`src/rtl/ghr_pkg.sv`:
```
// ghr_pkg: shared types and defaults for the global-history repair controller.
//   repairState_t     controller FSM states
//   HIST_BITS_DEFAULT default history width (matches the 2-bit shift register)
//   hist_t            history value at the default width
package ghr_pkg;

  typedef enum logic {IDLE, REPAIR} repairState_t;

  localparam int HIST_BITS_DEFAULT = 2;
  localparam int HIST_W            = HIST_BITS_DEFAULT;

  typedef logic [HIST_W-1:0] hist_t;

endpackage

```
`src/rtl/ghr_repair_ctrl_fifo.sv`:
```
// checkpoint_fifo: synchronous FIFO holding pre-shift history checkpoints,
// one per in-flight branch.
//   clk, reset  clock, synchronous active-high reset
//   push, pop   write dataIn / drop the oldest entry (both allowed together)
//   flush       empties the FIFO; wins over push and pop
//   dataIn      value to store
//   dataOut     oldest entry, combinational from the read pointer
//   count       occupied entries, 0..DEPTH
//   full, empty occupancy flags
module checkpoint_fifo #(
  parameter int WIDTH = 2,
  parameter int DEPTH = 4
) (
  input  logic                     clk,
  input  logic                     reset,
  input  logic                     push,
  input  logic                     pop,
  input  logic                     flush,
  input  logic [WIDTH-1:0]         dataIn,
  output logic [WIDTH-1:0]         dataOut,
  output logic [$clog2(DEPTH):0]   count,
  output logic                     full,
  output logic                     empty
);

  localparam int AW = $clog2(DEPTH);
  localparam int CW = AW + 1;

  logic [WIDTH-1:0] mem [DEPTH];
  logic [AW-1:0]    wptr;
  logic [AW-1:0]    rptr;
  logic             doPush;
  logic             doPop;

  assign full    = (count == CW'(DEPTH));
  assign empty   = (count == '0);
  assign doPush  = push && !full;
  assign doPop   = pop && !empty;
  assign dataOut = mem[rptr];

  // Pointers are power-of-2 wide and wrap on their own.
  always_ff @(posedge clk) begin
    if (reset || flush) begin
      wptr  <= '0;
      rptr  <= '0;
      count <= '0;
    end else begin
      if (doPush) wptr <= wptr + AW'(1);
      if (doPop)  rptr <= rptr + AW'(1);
      case ({doPush, doPop})
        2'b10:   count <= count + CW'(1);
        2'b01:   count <= count - CW'(1);
        default: count <= count;
      endcase
    end
  end

  // Storage needs no reset; entries are only read while occupied.
  always_ff @(posedge clk) begin
    if (!reset && !flush && doPush) mem[wptr] <= dataIn;
  end

endmodule

```
`src/rtl/ghr_repair_ctrl.sv`:
```
// ghr_repair_ctrl: drives the shift-only global-history register.
// Issues one speculative shift per accepted prediction, checkpoints the
// pre-shift history per in-flight branch, and on an in-order mispredict
// rebuilds the correct history with HIST_BITS serial shifts (LSB first).
//   clk, reset                  clock, synchronous active-high reset
//   predValid/predTaken         offered prediction and its direction
//   predReady                   prediction accepted when predValid && predReady
//   resolveValid/Taken/Mispredict  oldest branch resolution
//   shiftEnable, shiftIn        to the history register (bit enters at MSB)
//   histShadow                  mirror of the history register contents
//   inFlight                    unresolved branches held in the checkpoint FIFO
//   busy                        high while repairing
//   protocolErr                 sticky: resolve with nothing in flight or during repair
module ghr_repair_ctrl
  import ghr_pkg::*;
#(
  parameter int HIST_BITS = HIST_BITS_DEFAULT,
  parameter int DEPTH     = 4
) (
  input  logic                   clk,
  input  logic                   reset,
  input  logic                   predValid,
  input  logic                   predTaken,
  output logic                   predReady,
  input  logic                   resolveValid,
  input  logic                   resolveTaken,
  input  logic                   resolveMispredict,
  output logic                   shiftEnable,
  output logic                   shiftIn,
  output logic [HIST_BITS-1:0]   histShadow,
  output logic [$clog2(DEPTH):0] inFlight,
  output logic                   busy,
  output logic                   protocolErr
);

  localparam int KW = (HIST_BITS > 1) ? $clog2(HIST_BITS) : 1;

  repairState_t         state;
  logic [KW-1:0]        k;
  logic [HIST_BITS-1:0] target;
  logic [HIST_BITS-1:0] ckpt;
  logic                 fifoFull;
  logic                 fifoEmpty;
  logic                 accept;
  logic                 resolveOk;
  logic                 doPop;
  logic                 doFlush;
  logic                 badResolve;

  always_comb begin
    // Gating on reset keeps the register quiet during the reset cycle.
    predReady   = !reset && (state == IDLE) && !fifoFull &&
                  !(resolveValid && resolveMispredict);
    accept      = predValid && predReady;
    resolveOk   = !reset && (state == IDLE) && resolveValid && !fifoEmpty;
    doPop       = resolveOk && !resolveMispredict;
    doFlush     = resolveOk && resolveMispredict;
    badResolve  = resolveValid && ((state == REPAIR) || fifoEmpty);
    shiftEnable = 1'b0;
    shiftIn     = 1'b0;
    if (!reset) begin
      if (state == REPAIR) begin
        shiftEnable = 1'b1;
        shiftIn     = target[k];
      end else if (accept) begin
        shiftEnable = 1'b1;
        shiftIn     = predTaken;
      end
    end
  end

  assign busy = (state == REPAIR);

  checkpoint_fifo #(
    .WIDTH (HIST_BITS),
    .DEPTH (DEPTH)
  ) u_ckpt (
    .clk     (clk),
    .reset   (reset),
    .push    (accept),
    .pop     (doPop),
    .flush   (doFlush),
    .dataIn  (histShadow),
    .dataOut (ckpt),
    .count   (inFlight),
    .full    (fifoFull),
    .empty   (fifoEmpty)
  );

  always_ff @(posedge clk) begin
    if (reset) begin
      state       <= IDLE;
      k           <= '0;
      target      <= '0;
      histShadow  <= '0;
      protocolErr <= 1'b0;
    end else begin
      if (badResolve) protocolErr <= 1'b1;
      case (state)
        IDLE: begin
          // Correct history = checkpoint shifted once by the real outcome.
          if (doFlush) begin
            target <= HIST_BITS'({resolveTaken, ckpt} >> 1);
            k      <= '0;
            state  <= REPAIR;
          end
          if (accept) histShadow <= HIST_BITS'({predTaken, histShadow} >> 1);
        end
        REPAIR: begin
          // Shifting T[0..HIST_BITS-1] in at the MSB leaves exactly T behind.
          histShadow <= HIST_BITS'({target[k], histShadow} >> 1);
          if (k == KW'(HIST_BITS - 1)) begin
            k     <= '0;
            state <= IDLE;
          end else begin
            k <= k + KW'(1);
          end
        end
        default: state <= IDLE;
      endcase
    end
  end

endmodule

```
`config.mk`:
```
export PLATFORM = sky130hd
export DESIGN_NAME = ghr_repair_ctrl
export DESIGN_NICKNAME = d
export VERILOG_FILES = /design/src/rtl/ghr_pkg.sv /design/src/rtl/ghr_repair_ctrl_fifo.sv /design/src/rtl/ghr_repair_ctrl.sv
export SDC_FILE = /design/constraint.sdc
export NUM_CORES = 1
export LEC_CHECK = 0
export ABC_AREA = 1
export CORE_MARGIN = 2
export CORE_UTILIZATION = 55
export DETAILED_ROUTE_END_ITERATION = 16
export PLACE_DENSITY_LB_ADDON = 0.1
export SLEW_MARGIN = 20
export SYNTH_ARGS = -nofsm -noshare
export SYNTH_HDL_FRONTEND = slang
export SYNTH_SLANG_ARGS = --single-unit
```
`constraint.sdc`:
```
create_clock -name clk -period 3.5 [get_ports clk]
set_input_delay 0.875 -clock clk [delete_from_list [all_inputs] [get_ports clk]]
set_output_delay 0.875 -clock clk [all_outputs]
set_load 0.02 [all_outputs]
```
==> metrics.txt, run 1 <==
antenna violations before repair 0; initial DRC count 12; required time of the critical path 2.62 ns; CP Cell Sequence clkdlybuf4s50_1 -> nor2_2 -> nand2_2 -> inv_2 -> nand3_2 -> a21oi_1 -> clkdlybuf4s50_1; Post-CTS Setup Inserts 0; DR WL/cell 11.9 microns; Detail Route Antenna Nets 0; Worst path most repeated cell clkdlybuf4s50_1; leading post-synthesis cells by cell area dfxtp_1 (27%), edfxtp_1 (12%), nand2_1 (8.8%), inv_1 (7.7%), ha_1 (6.1%); CP peak stage delay 0.62 ns; # fillers 144; post-DP HPWL 1620 microns; vias in the first global route 817; DR DRC count 0; Synth Area in Simple Gates 0.354; largest family of logic cells by synthesized area simple AND/OR/NAND/NOR gates; chip width 47.2 microns; die area 2220 sq um; adder-cell share of the synthesized area 0.0806; CP arrival 2.49 ns; Die Y 47.2 microns; Post-synth top flop dfxtp_1; first-pass GRT wire length 3470 microns; global route overflow 0; asr flop ratio synth 0; Pwr Total 0.420 mW; number of synthesized flops with an enable pin 4; YS warnings 0; share of the synthesized area in the top cell type 0.274; worst hold path class register to register; Total GRT Usage 0.221; worst slew pin tran 0.239 ns; CP Class input port to output port; H-tree depth 1; cells after synthesis 127; critical path's top delay family buffers and inverters; Worst setup EP type output port; Yosys cell types 25; Compound-Gate Fraction of Synth Area 0.0647; Synth Register Bits 18; Synth Area in XOR/XNOR 0.00855; Syn Nets 140; Reg area 400 sq um; Commonest cells post-synth nand2_1 (24), inv_1 (21), nor2_1 (16); Final Max Tran Viols 0; unrepaired setup endpoints after global routing no; Initial Util 0.587; nets@finish 163; Max-Cap Viols 0; Lkg Pwr 0.585 nW; CTS Hold Buffers Added 0; VDD IR-drop max 0.261 mV; fin crit share 0.962; PostCTS Resize Cnt 0; Skew-Pair Late Insertion Delay 0.29 ns; slowest CP cell clkdlybuf4s50_1; cell area after synthesis 1020 sq um; Via Count 861; Clock Tree Buf Depth 2; Setup Viol. Count Final 0; CTS tree yes; Buf/Inv on CP 3; post-detailed-routing wire length 2070 microns; Worst Path Max Fanout 5; most frequent cell after synthesis nand2_1; startpoint types input port; Synth area leader dfxtp_1; Fin Clk Skew 0.00237 ns; vias per cell 4.95; fmax 297 MHz; mux contribution to synthesized area 0; TritonCTS Buffers 3; Avg Inst Size Synth 8.07 sq um; core area 1750 sq um; Sink Count 18; Pre-antenna DRT Iters 5; Synth-to-Final Area Change 22.6%; clock transition at the registers of the reported paths 0.11 ns; row count 15; ant diodes 0; Ports 17; routability cong. 0.739; Final Hold Viols 0; pin count of the biggest net entering global routing 11; CTS root buf clkbuf_4; setup TNS 0 ns; share of layout cells above drive strength 1 0.168; Port Buffers 16; final core occ 0.720; register area share after synthesis 0.391; status completed; Multi-input gate area 520 sq um; crit path time final 3.37 ns; final hold slack 0.493 ns; relative slew slack 0.840; pwr dens 335 nW/um^2
==> cells in the final DEF (no fill, tap or decap), drive strengths merged <==
master and n:
clkbuf 3, a21oi 6, buf 3, edfxtp 4, o21ai 3, nand4 7, xor2 1, a31oi 1
clkinv 1, inv 24, fa 1, ha 5, dlymetal6s2s 1, nor2 19, dfxtp 14, clkdlybuf4s50 15
nand2 31, nand3 8, nand3b 1, o211ai 1
==> flip-flops by register name, summed over array words and instances (netlist names), 2 cells and up <==
register	count
histShadow	2
target	2
u_ckpt.count	3
u_ckpt.mem	4
u_ckpt.rptr	2
u_ckpt.wptr	2
==> worst paths after layout <==
kind	from	end	slack [ns]	cells after the start
min	protocolErr$_SDFFE_PP0P_	protocolErr$_SDFFE_PP0P_	0.49	2
max	reset	shiftEnable	0.13	7
max reg2reg	u_ckpt.count[0]$_SDFFE_PP0P_	u_ckpt.count[2]$_SDFFE_PP0P_	1.29	12
min reg2reg	protocolErr$_SDFFE_PP0P_	protocolErr$_SDFFE_PP0P_	0.49	2
==> per-stage QoR <==
step	instance area, sq um	setup WS (ns)	cells
2_1_floorplan	1020	0.951	127
3_3_place_gp	1230	0.100	170
3_5_place_dp	1230	0.0615	170
4_1_cts	1250	0.0467	174
5_1_grt	1260	0.0477	174
6_report	1260	0.134	174
==> layer usage <==
| metal | part of all wire | GRT usage | vias up |
|---|---|---|---|
| li1 | - | - | 443 |
| met1 | 0.46 | 0.279 | 396 |
| met2 | 0.50 | 0.367 | 18 |
| met3 | 0.028 | 0.0423 | 4 |
| met4 | 0.013 | 0.100 | 0 |
| met5 | 0 | 0 | - |
==> worst register-to-register path, cell delays in order, from the launching register on <==
cell and delay, ns:
dfxtp_1 0.34, inv_1 0.20, nand3_1 0.20, nand3_2 0.16
buf_4 0.18, ha_1 0.19, inv_1 0.08, fa_1 0.38
inv_1 0.07, nand2_1 0.04, nand3_1 0.08, xor2_1 0.15
nor2_1 0.05
==> report_power, final <==
part / total [mW] / switching [mW] / internal, mW
Sequential: 0.227 / 0.00679 / 0.220
Combinational: 0.0847 / 0.0494 / 0.0353
Clock: 0.109 / 0.0675 / 0.0415
Total: 0.420 / 0.124 / 0.297
==> cells by family (layout without fill, tap and decap cells) <==
logic type / count (synthesis) / in the layout
AO/OA/AOI/OAI: 11 / 11
XOR/XNOR: 1 / 1
adder cells (fa/ha/maj): 6 / 6
buffers and inverters: 25 / 47
flip-flops: 18 / 18
AND/OR/NAND/NOR: 66 / 66
==> cell type report <==
type / instances / area share
clock buffer: 3 / 0.0179
clock inverter: 1 / 0.00299
inverter: 24 / 0.0737
multi-input combinational: 84 / 0.414
sequential: 18 / 0.319
tap: 25 / 0.0249
timing repair buffer: 19 / 0.147
(Power assumes the default switching activity.)
==> run 2: changes to the inputs <==
CTS_CLUSTER_SIZE = 40   (was not set)
REMOVE_ABC_BUFFERS = 1   (was not set)
==> run 2 against run 1 <==
Net effect:
- register-to-register slack better by 0.04 ns
- maximum frequency about the same
- sequential cell count unchanged
- total power down 1.4%
- sequential share of layout area unchanged
- largest power group unchanged
==> metrics.txt, run 2 (synthesis results as in run 1) <==
chip width 47.2 microns (unchanged); flop2flop setup slack 1.33 ns (was 1.29 ns); Largest Register u_ckpt.mem (unchanged); Pwr Total 0.415 mW (was 0.420 mW); CTS tree yes (unchanged); Synth-to-Final Area Change 22.6% (unchanged); worst hold path class register to register (unchanged); Via Count 857 (was 861); clock transition at the registers of the reported paths 0.10 ns (was 0.11 ns); CP Class input port to output port (unchanged); fin crit share 0.961 (was 0.962); relative slew slack 0.835 (was 0.840); die area 2220 sq um (unchanged); DR DRC count 0 (unchanged); Final Max Tran Viols 0 (unchanged); Worst path most repeated cell clkdlybuf4s50_1 (unchanged); fmax 297 MHz (about the same); Initial Util 0.587 (unchanged); Total GRT Usage 0.204 (was 0.221); first-pass GRT wire length 3090 microns (was 3470 microns); Multi-input gate area 520 sq um (unchanged); max reg flops 4 (unchanged); Setup Viol. Count Final 0 (unchanged); final core occ 0.720 (unchanged); DR WL/cell 10.9 microns (was 11.9 microns); post-DP HPWL 1530 microns (was 1620 microns); row count 15 (unchanged); global route overflow 0 (unchanged); vias in the first global route 730 (was 817); share of layout cells above drive strength 1 0.168 (unchanged); Final WS setup 0.138 ns (was 0.134 ns); most frequent cells in the layout nand2_1 (24), inv_1 (21), nor2_1 (16) (unchanged); VDD IR-drop max 0.228 mV (was 0.261 mV); CP peak stage delay 0.62 ns (about the same); Skew-Pair Late Insertion Delay 0.29 ns (about the same); commonest non-fill, non-tap cell in the layout nand2_1 (unchanged); H-tree depth 1 (unchanged); CP Cell Sequence clkdlybuf4s50_1 -> nor2_2 -> nand2_2 -> inv_2 -> nand3_2 -> a21oi_1 -> clkdlybuf4s50_1 (unchanged); TritonCTS Buffers 3 (unchanged); Buf/Inv on CP 3 (unchanged); unrepaired setup endpoints after global routing no (unchanged); Hold Path End protocolErr$_SDFFE_PP0P_ (unchanged); Die Y 47.2 microns (unchanged); Reg area 400 sq um (unchanged); slowest CP cell clkdlybuf4s50_1 (unchanged); CP arrival 2.49 ns (about the same); Max-Cap Viols 0 (unchanged); Pre-antenna DRT Iters 4 (was 5); reg2reg end u_ckpt.count[2]$_SDFFE_PP0P_ (unchanged); status completed (unchanged); fin cells 174 (unchanged); FF-to-FF Start u_ckpt.count[0]$_SDFFE_PP0P_ (unchanged); # fillers 142 (was 144); Hold Crit Depth 2 (unchanged); R2R depth 12 (unchanged); post-detailed-routing wire length 1900 microns (was 2070 microns); Port Buffers 16 (unchanged); Sink Count 18 (unchanged); antenna violations before repair 0 (unchanged); DP Worst Slack 0.0450 ns (was 0.0615 ns); CTS Hold Buffers Added 0 (unchanged); vias per cell 4.93 (was 4.95); critical path's top delay family buffers and inverters (unchanged); Ports 17 (unchanged); Detail Route Antenna Nets 0 (unchanged); nets@finish 163 (unchanged); Worst Path Max Fanout 5 (unchanged); Clock Tree Buf Depth 2 (unchanged); setup TNS 0 ns (unchanged); routability cong. 0.744 (was 0.739); biggest regs u_ckpt.mem (4), u_ckpt.count (3) (unchanged); Final Hold Viols 0 (unchanged); required time of the critical path 2.62 ns (about the same); HP Start protocolErr$_SDFFE_PP0P_ (unchanged); ant diodes 0 (unchanged); initial DRC count 9 (was 12); Fin Clk Skew 0.000957 ns (was 0.00237 ns); startpoint types input port (unchanged); crit path time final 3.36 ns (was 3.37 ns); Lkg Pwr 0.585 nW (unchanged); pwr dens 330 nW/um^2 (was 335 nW/um^2); core area 1750 sq um (unchanged); Worst setup EP type output port (unchanged); pin count of the biggest net entering global routing 11 (unchanged); cell count after placement 170 (unchanged); CTS root buf clkbuf_4 (unchanged); worst slew pin tran 0.247 ns (was 0.239 ns)
-- run 2: cell counts in the layout (fill, tap and decap cells not counted) --
No cell type changed its count.
-- run 2: worst max path at each step --
| stage | startpoint | endpoint | slack [ns] | cells after the start |
|---|---|---|---|---|
| finish | reset | shiftEnable | 0.14 | 7 |
| global route | reset | shiftEnable | 0.04 | 7 |
| CTS | reset | shiftIn | 0.03 | 9 |
| global placement | reset | shiftIn | 0.10 | 9 |
| detailed placement | reset | shiftIn | 0.05 | 9 |
| floorplan | reset | shiftEnable | 0.92 | 5 |
-- run 2: cell type report --
type	instances	area share
tap	25	0.0249
sequential	18	0.319
clock buffer	3	0.0179
timing repair buffer	19	0.147
multi-input combinational	84	0.414
clock inverter	1	0.00299
inverter	24	0.0737
-- run 2: what timing repair did --
| item | CTS | global route |
|---|---|---|
| hold endpoints to repair | 0 | 0 |
| buffers inserted | 0 | 0 |
| setup endpoints to repair | 0 | 1 |
| resized for setup | 0 | 1 |
-- run 2: per-stage QoR --
step | instance area, sq um | hold slack (ns)
2_1_floorplan | 1010 | 0.470
3_3_place_gp | 1230 | 0.461
3_5_place_dp | 1230 | 0.461
4_1_cts | 1250 | 0.483
5_1_grt | 1260 | 0.507
6_report | 1260 | 0.480
-- run 2: metal layers --
metal	GRT usage	wire (microns)	up-vias
li1	-	-	446
met1	0.240	870	398
met2	0.353	935	11
met3	0.0615	70	2
met4	0.0667	24	0
met5	0	0	-
-- run 2: power breakdown --
part / internal [mW] / switching [mW] / total, mW
logic: 0.0352 / 0.0485 / 0.0837
clock network: 0.0415 / 0.0630 / 0.104
registers: 0.220 / 0.00654 / 0.226
total: 0.297 / 0.118 / 0.415
-- run 2: worst register-to-register path: stages (launching register included) --
cell	delay, ns
dfxtp_1	0.33
inv_1	0.20
nand3_1	0.19
nand3_2	0.16
buf_4	0.18
ha_1	0.17
inv_1	0.07
fa_1	0.38
inv_1	0.06
nand2_1	0.04
nand3_1	0.07
xor2_1	0.15
nor2_1	0.06
==> run 3: changes to the inputs <==
--- a/config.mk
+++ b/config.mk
@@ -8,4 +8,5 @@
 export ABC_AREA = 1
+export ABC_CLOCK_PERIOD_IN_PS = 2700
 export CORE_MARGIN = 2
-export CORE_UTILIZATION = 55
+export CORE_UTILIZATION = 46
 export CTS_CLUSTER_SIZE = 40
==> constraint.sdc (replaced) <==
create_clock -name clk -period 2.7 [get_ports clk]
set_input_delay 0.675 -clock clk [delete_from_list [all_inputs] [get_ports clk]]
set_output_delay 0.675 -clock clk [all_outputs]
set_load 0.005 [all_outputs]
==> run 3 against run 2 <==
Net effect:
- register-to-register slack got worse by 0.78 ns
- clock skew increased by 0.0023 ns
- sequential cell count unchanged
- die area increased by 18%
- count of clock-buffer cells in the layout increased by 1
- critical path depth increased by 2
- largest cell class unchanged
- clock power increased by 39%
- worst hold slack improved by 0.022 ns
- first-iteration DRC count increased by 44%
- final cell count increased by 7.5%
- highest routed layer unchanged
- setup slack got worse by 0.017 ns
- non-clock buffer count increased by 10
==> metrics.txt, run 3 (synthesis results as in run 1) <==
Worst path most repeated cell nand2_1 (was clkdlybuf4s50_1); setup TNS 0 ns (unchanged); Comb pwr share 0.199 (was 0.202); routability cong. 0.755 (was 0.744); fmax 388 MHz; Clk pwr share 0.265 (was 0.252); required time of the critical path 2.03 ns (was 2.62 ns); vias in the first global route 854 (was 730); nets@finish 173 (was 163); biggest regs u_ckpt.mem (4), u_ckpt.count (3) (unchanged); commonest non-fill, non-tap cell in the layout nand2_1 (unchanged); global-route track usage on met2 0.305 (was 0.353); initial DRC count 13 (was 9); Most Used Layer, Global Route met2 (unchanged); Detail Route Antenna Nets 0 (unchanged); status completed (unchanged); Final Hold Viols 0 (unchanged); core area 2150 sq um (was 1750 sq um); crit path time final 2.58 ns; Initial Util 0.477 (was 0.587); CP peak stage delay 0.49 ns (was 0.62 ns); CP Class input port to output port (unchanged); critical path's top delay family buffers and inverters (unchanged); cell count after placement 182 (was 170); Clock Tree Buf Depth 2 (unchanged); Die Y 51.2 microns (was 47.2 microns); antenna violations before repair 0 (unchanged); worst hold path class register to register (unchanged); CP Cell Sequence clkdlybuf4s50_1 -> nand2_1 -> nand2_2 -> inv_2 -> nand3_2 -> nand2_1 -> nand3_1 -> inv_1 -> dlygate4sd2_1 (was clkdlybuf4s50_1 -> nor2_2 -> nand2_2 -> inv_2 -> nand3_2 -> a21oi_1 -> clkdlybuf4s50_1); H-tree depth 1 (unchanged); startpoint types input port (unchanged); row count 17 (was 15); Pint 0.395 mW (was 0.297 mW); clock transition at the registers of the reported paths 0.10 ns (about the same); TritonCTS Buffers 3 (unchanged); # fillers 206 (was 142); post-DP HPWL 1590 microns (was 1530 microns); Total GRT Usage 0.192 (was 0.204); Skew-Pair Late Insertion Delay 0.30 ns (was 0.29 ns); share of layout cells above drive strength 1 0.226 (was 0.168); Sink Count 18 (unchanged); Worst Path Max Fanout 4 (was 5); switching part of the total 0.278 (was 0.285); met3 GRT Util 0.0380 (was 0.0615); final instance area 1330 sq um (was 1260 sq um); most frequent cells in the layout nand2_1 (24), inv_1 (21), nor2_1 (16) (unchanged); Worst setup EP type output port (unchanged); Pwr Total 0.548 mW (was 0.415 mW); relative slew slack 0.852 (was 0.835); post-detailed-routing wire length 2060 microns (was 1900 microns); final core occ 0.620 (was 0.720); CTS root buf clkbuf_4 (unchanged); Port Buffers 16 (unchanged); ant diodes 0 (unchanged); vias per cell 4.68 (was 4.93); switching power 0.152 mW (was 0.118 mW); Pre-antenna DRT Iters 5 (was 4); worst slew pin tran 0.221 ns (was 0.247 ns); DR DRC count 0 (unchanged); pwr dens 411 nW/um^2 (was 330 nW/um^2); met1 Use GR 0.240 (about the same); Fin Clk Skew 0.00327 ns (was 0.000957 ns); die area 2620 sq um (was 2220 sq um); slowest CP cell clkdlybuf4s50_1 (unchanged); fin crit share 0.955; DR WL/cell 11.0 microns (was 10.9 microns); Setup Viol. Count Final 0 (unchanged); Buf/Inv on CP 4 (was 3); first-pass GRT wire length 3680 microns (was 3090 microns); CTS tree yes (unchanged); fin cells 187 (was 174); dpl cell area 1300 sq um (was 1230 sq um); Seq pwr share 0.536 (was 0.546); VDD IR-drop max 0.329 mV (was 0.228 mV); unrepaired setup endpoints after global routing no (unchanged); CP arrival 1.90 ns (was 2.49 ns); Ports 17 (unchanged); Via Count 875 (was 857); Max-Cap Viols 0 (unchanged); Final Max Tran Viols 0 (unchanged); Synth-to-Final Area Change 29.9% (was 22.6%); pin count of the biggest net entering global routing 11 (unchanged); Largest Register u_ckpt.mem (unchanged); Lkg Pwr 0.626 nW (was 0.585 nW); chip width 51.2 microns (was 47.2 microns); global route overflow 0 (unchanged); max reg flops 4 (unchanged)
[run 3: changes by cell type in the layout (fill, tap and decap cells not counted)]
| cell | previous run | this run |
|---|---|---|
| a21oi_1 | 4 | 3 |
| a21oi_2 | 2 | 3 |
| buf_4 | 3 | 13 |
| clkbuf_1 | 0 | 1 |
| clkdlybuf4s50_1 | 15 | 12 |
| clkinv_1 | 1 | 0 |
| dlygate4sd2_1 | 0 | 4 |
| dlymetal6s2s_1 | 1 | 0 |
[run 3: worst reg2reg max path, delay by kind of cell, from the launching register on]
kind | cells | cell delay [ns]
buffers and inverters | 4 | 0.49
AND/OR/NAND/NOR | 5 | 0.53
XOR/XNOR | 1 | 0.15
adder cells (fa/ha/maj) | 2 | 0.55
flip-flops | 1 | 0.33
[run 3: repair_timing]
action / 4_1_cts / 5_1_grt
gates resized for setup: 5 / 0
endpoints found under the setup margin: 3 / 0
hold buffers: 0 / 0
setup buffers: 1 / 0
[run 3: layer usage]
layer	up-vias	wire [microns]
li1	467	-
met1	392	986
met2	12	956
met3	4	75
met4	0	42
met5	-	0
[run 3: per-stage QoR]
stage | hold WS, ns | setup slack (ns)
2_1_floorplan | 0.460 | 0.580
3_3_place_gp | 0.460 | -0.164
3_5_place_dp | 0.487 | -0.169
4_1_cts | 0.503 | 0.116
5_1_grt | 0.520 | 0.0532
6_report | 0.502 | 0.121
[run 3: layout make-up]
class | count | area (sq um) | area share
sequential | 18 | 400 | 0.301
inverter | 24 | 92.6 | 0.0695
timing repair buffer | 29 | 253 | 0.190
multi-input combinational | 84 | 524 | 0.394
tap | 28 | 35.0 | 0.0263
clock buffer | 4 | 26.3 | 0.0197
[run 3: worst paths after layout]
path / startpoint / to / cells after the start / slack (ns)
min reg2reg: u_ckpt.count[0]$_SDFFE_PP0P_ / u_ckpt.count[0]$_SDFFE_PP0P_ / 2 / 0.50
max: resolveValid / shiftIn / 9 / 0.12
max reg2reg: u_ckpt.count[0]$_SDFFE_PP0P_ / u_ckpt.count[2]$_SDFFE_PP0P_ / 12 / 0.55
min: u_ckpt.count[0]$_SDFFE_PP0P_ / u_ckpt.count[0]$_SDFFE_PP0P_ / 2 / 0.50
[run 3: power by group through the flow]
| stage | clock (mW) | sequential (mW) | combinational, mW |
|---|---|---|---|
| floorplan | 0 | 0.299 | 0.0582 |
| global placement | 0 | 0.299 | 0.109 |
| detailed placement | 0 | 0.300 | 0.109 |
| CTS | 0.150 | 0.294 | 0.110 |
| global route | 0.156 | 0.295 | 0.122 |
| finish | 0.145 | 0.294 | 0.109 |
==> variant 1: new RTL, flow settings as in run 3 <==
`DEPTH` is set to 4 in 2 places; all go to 8.
--- a/src/rtl/ghr_repair_ctrl_fifo.sv
+++ b/src/rtl/ghr_repair_ctrl_fifo.sv
@@ -10,5 +10,5 @@
 module checkpoint_fifo #(
   parameter int WIDTH = 2,
-  parameter int DEPTH = 4
+  parameter int DEPTH = 8
 ) (
   input  logic                     clk,
--- a/src/rtl/ghr_repair_ctrl.sv
+++ b/src/rtl/ghr_repair_ctrl.sv
@@ -16,5 +16,5 @@
 #(
   parameter int HIST_BITS = HIST_BITS_DEFAULT,
-  parameter int DEPTH     = 4
+  parameter int DEPTH     = 8
 ) (
   input  logic                   clk,
Ports: changed (resized inFlight); port bits go from 17 to 18. The function was not compared with the original's and may differ.
==> variant 1 against run 3 <==
- the flow now finishes with violations (design-rule violations)
- cell area rose by 29%
- clock skew grew 0.0019 ns
- power rose by 37%
- clock power grew 23%
- non-clock buffer count rose by 2
- sequential cell count up 7
- area after synthesis grew 35%
- worst setup slack better by 0.039 ns
- routed wire length is 30% higher
- core utilization decreased by 0.73 points
==> variant 1: results <==
group,metric,value,unit
placed_design,dpl-instance-area,1670,sq um
clock_network,max-clock-path-buffers,2,
layout,layout-drive-gt1-share,25.6,%
drt,wl_per_cell,11.6,um
placed_design,pre_cts_ws,-0.202,ns
run_status,violations,"design-rule violations",
yosys,avgSynthCellArea,8.40,sq um
drt,wl,2.68,mm
global_routing,grt_use_total,17.5,%
drt,drt_pre_antenna_iters,10,
layout,nNetsFinal,213,
pwr,ir_drop,0.222,mV
global_routing,grt_pass1_wl,4.64,mm
sta,slew_headroom,76.7,%
sta,finClkSkew,0.00520,ns
placed_design,gp_congestion,0.859,
yosys,synth_edf_count,8,
yosys,ys_top_cells_by_area,"dfxtp_1 (25%), edfxtp_1 (17%), nand2_1 (12%), a21oi_2 (5.1%), inv_1 (4.6%)",
yosys,yosysSeqAreaShare,41.9,%
placed_design,dp.cells,224,
yosys,synth_commonest_cells,"nand2_1 (46), dfxtp_1 (17), inv_1 (17), nand3_1 (11), nor2_1 (10)",
drt,route.vias.total,1157,
drt,drc,2,
pwr,p_leak,0.731,nW
placed_design,dp.final_hpwl,2.07,mm
drt,drt_iter0_drc,56,
global_routing,grt_max_degree,16,
critical_path,arrival,1.87,ns
critical_path,reg2reg_depth,12,
run_status,outcome,"complete, but fails checks",
placed_design,numPortBuffers,17,
clock_network,clk_pin_slew_worst_paths,0.15,ns
clock_network,clock_latency,0.33,ns
layout,reg_top3,"u_ckpt.mem x8, u_ckpt.count x4",
yosys,synth_cell_type_count,26,
[variant 1: worst paths after layout]
path                                         from              end  slack (ns)
worst max-delay path            resolveMispredict          shiftIn        0.16
worst min-delay path                    target[1]        target[1]        0.48
worst max register to register    u_ckpt.count[2]  u_ckpt.count[3]        0.54
worst min register to register          target[1]        target[1]        0.48
[variant 1: what timing repair did]
| action | 4_1_cts | 5_1_grt |
|---|---|---|
| setup buffers | 2 | 0 |
| resized for setup | 6 | 0 |
| endpoints found under the setup margin | 3 | 0 |
[variant 1: power breakdown]
group	leakage [nW]	switching, mW	internal [mW]	total [mW]
Clock	0.0139	0.121	0.0567	0.178
Sequential	0.212	0.0176	0.403	0.421
Combinational	0.504	0.0802	0.0733	0.153
Total	0.731	0.219	0.533	0.752
[variant 1: worst min-delay path, delay by kind of cell (launching register included)]
| family | cells | cell delay [ns] |
|---|---|---|
| AO/OA/AOI/OAI | 1 | 0.06 |
| flip-flops | 1 | 0.34 |
| AND/OR/NAND/NOR | 1 | 0.06 |
[variant 1: logic make-up (layout without fill, tap and decap cells)]
logic type                 count (synthesis)  count (layout)  share of synthesized area [%]
and+or+nand+nor                           93              93                           35.5
DFF                                       25              25                           41.9
buffers and inverters                     21              55                           6.68
AOI/OAI and AO/OA                         18              18                           8.75
adders and majority gates                  6               6                           5.96
xor gates and xnor gates                   2               2                           1.26
[variant 1: stage by stage]
| step | hold slack [ns] | setup TNS [ns] |
|---|---|---|
| final | 0.482 | 0 |
| after global routing | 0.517 | 0 |
| after CTS | 0.480 | 0 |
| after detailed placement | 0.460 | -0.758 |
| after global placement | 0.454 | -0.589 |
| after floorplan | 0.439 | 0 |
[variant 1: area by class of cell]
class,instances,area [sq um]
multi-input cells,119,721
repair buffers,31,270
clock inverters,1,7.51
fillers,252,1090
flip-flops and latches,25,581
well taps,31,38.8
inverters,20,77.6
clock buffers,3,22.5
[variant 1: layer usage]
metal	global-route usage [%]	vias to the layer above	share of wire, %
met5	0	-	0
met4	7.47	0	1.7
met3	3.52	5	2.3
met2	29.0	13	46
met1	22.1	530	50
li1	-	609	-
==> variant 2: new RTL, flow settings as in run 3 <==
Made on the original files. Reset style: asynchronous (`reset`), changed in one clocked block. Comments in the files are not updated.
--- a/src/rtl/ghr_repair_ctrl.sv
+++ b/src/rtl/ghr_repair_ctrl.sv
@@ -88,5 +88,5 @@
   );
 
-  always_ff @(posedge clk) begin
+  always_ff @(posedge clk or posedge reset) begin
     if (reset) begin
       state       <= IDLE;
Function: differs if reset is asserted again (counterexample within 4 cycles, from zero or initial values and one cycle with reset high); with reset held inactive, the same outputs for 10 cycles.
==> variant 2 against run 3 <==
- power up 33%
- sequential cell count unchanged
- sequential share of layout area grew 4.9 points
- count of clock-buffer cells in the layout unchanged
- cell area is 6.4% lower
- area after synthesis down 4.5%
- clock skew is 0.0027 ns higher
- clock power fell by 3%
- core utilization grew 0.91 points
- worst setup slack lost 0.016 ns
- sequential power grew 26%
- routed wire length fell by 8.9%
- largest power group unchanged
==> variant 2: results <==
group,metric,value,unit
layout,filler_cell_count,167,
critical_path,arrival,1.92,ns
drt,vias_per_cell,4.76,
run_status,outcome,"finished clean",
layout,multi_input_area,474,sq um
worst_hold_path,hold_path_startpoint,"protocolErr",
yosys,avgSynthCellArea,8.66,sq um
worst_hold_path,worstHoldEndpoint,"protocolErr",
layout,nNetsFinal,154,
sta,finClkSkew,0.00598,ns
layout,layout-drive-gt1-share,14.3,%
pwr,power_combinational,0.216,mW
sta,slew_headroom,75.9,%
drt,drt_iter0_drc,26,
yosys,yosysSeqAreaShare,44.5,%
placed_design,pre_cts_ws,-0.181,ns
pwr,power.density,584,nW/um^2
worst_hold_path,holdPathStages,1,
layout,inv_count,16,
critical_path,critPathLaunch,"reset",
pwr,ir_drop,0.568,mV
layout,final_util,62.9,%
global_routing,grt_pass1_wl,3.31,mm
yosys,synth_cell_type_count,27,
global_routing,grt_use_total,17.2,%
sta,layout_setup_ws,0.105,ns
yosys,synth_commonest_cells,"nand2_1 (27), nor2_1 (15), inv_1 (14)",
drt,wl_met2,898,um
placed_design,dp.final_hpwl,1.50,mm
global_routing,use_met3,4.24,%
yosys,synthArstFlopShare,38.9,%
drt,wl_met1,903,um
floorplanning,std_cell_rows,16,
yosys,ys_top_cells_by_area,"dfrtp_1 (18%), dfxtp_1 (14%), edfxtp_1 (12%), nand2_1 (10%), ha_1 (6.4%)",
pwr,cell_internal_pwr,0.502,mW
sta,hold_slack,0.467,ns
layout,num-multi-input-gates,78,
layout,buffer_area_share,17.4,%
layout,clk_share,2.11,%
drt,wl_met3,67,um
clock_network,post_cts_buffers,0,
drt,drt_pre_antenna_iters,4,
## variant 2: cell types whose count changed after synthesis, sizes merged, moves of 2 or more
cell and delta:
nand2 -3, nor2 -4, a21oi -2, nand4 -4, nand3 +2, dfxtp -7, dfrtp +7, inv -9
## variant 2: kinds of logic (layout without fill, tap and decap cells)
family / after synthesis / after routing / share of synthesized area (%)
DFF: 18 / 18 / 44.5
buffers and inverters: 17 / 44 / 7.29
xor gates and xnor gates: 2 / 2 / 1.79
and+or+nand+nor: 59 / 59 / 31.3
AOI/OAI and AO/OA: 11 / 11 / 6.65
adders and majority gates: 6 / 6 / 8.44
## variant 2: worst max-delay path, stage by stage
cell and delay [ns]:
clkdlybuf4s50_1 0.42, nor2_1 0.11, nand2_1 0.09, inv_2 0.07, nand3_2 0.09, nand2_2 0.08
nand2_1 0.07, nor2_1 0.08, dlygate4sd2_1 0.23
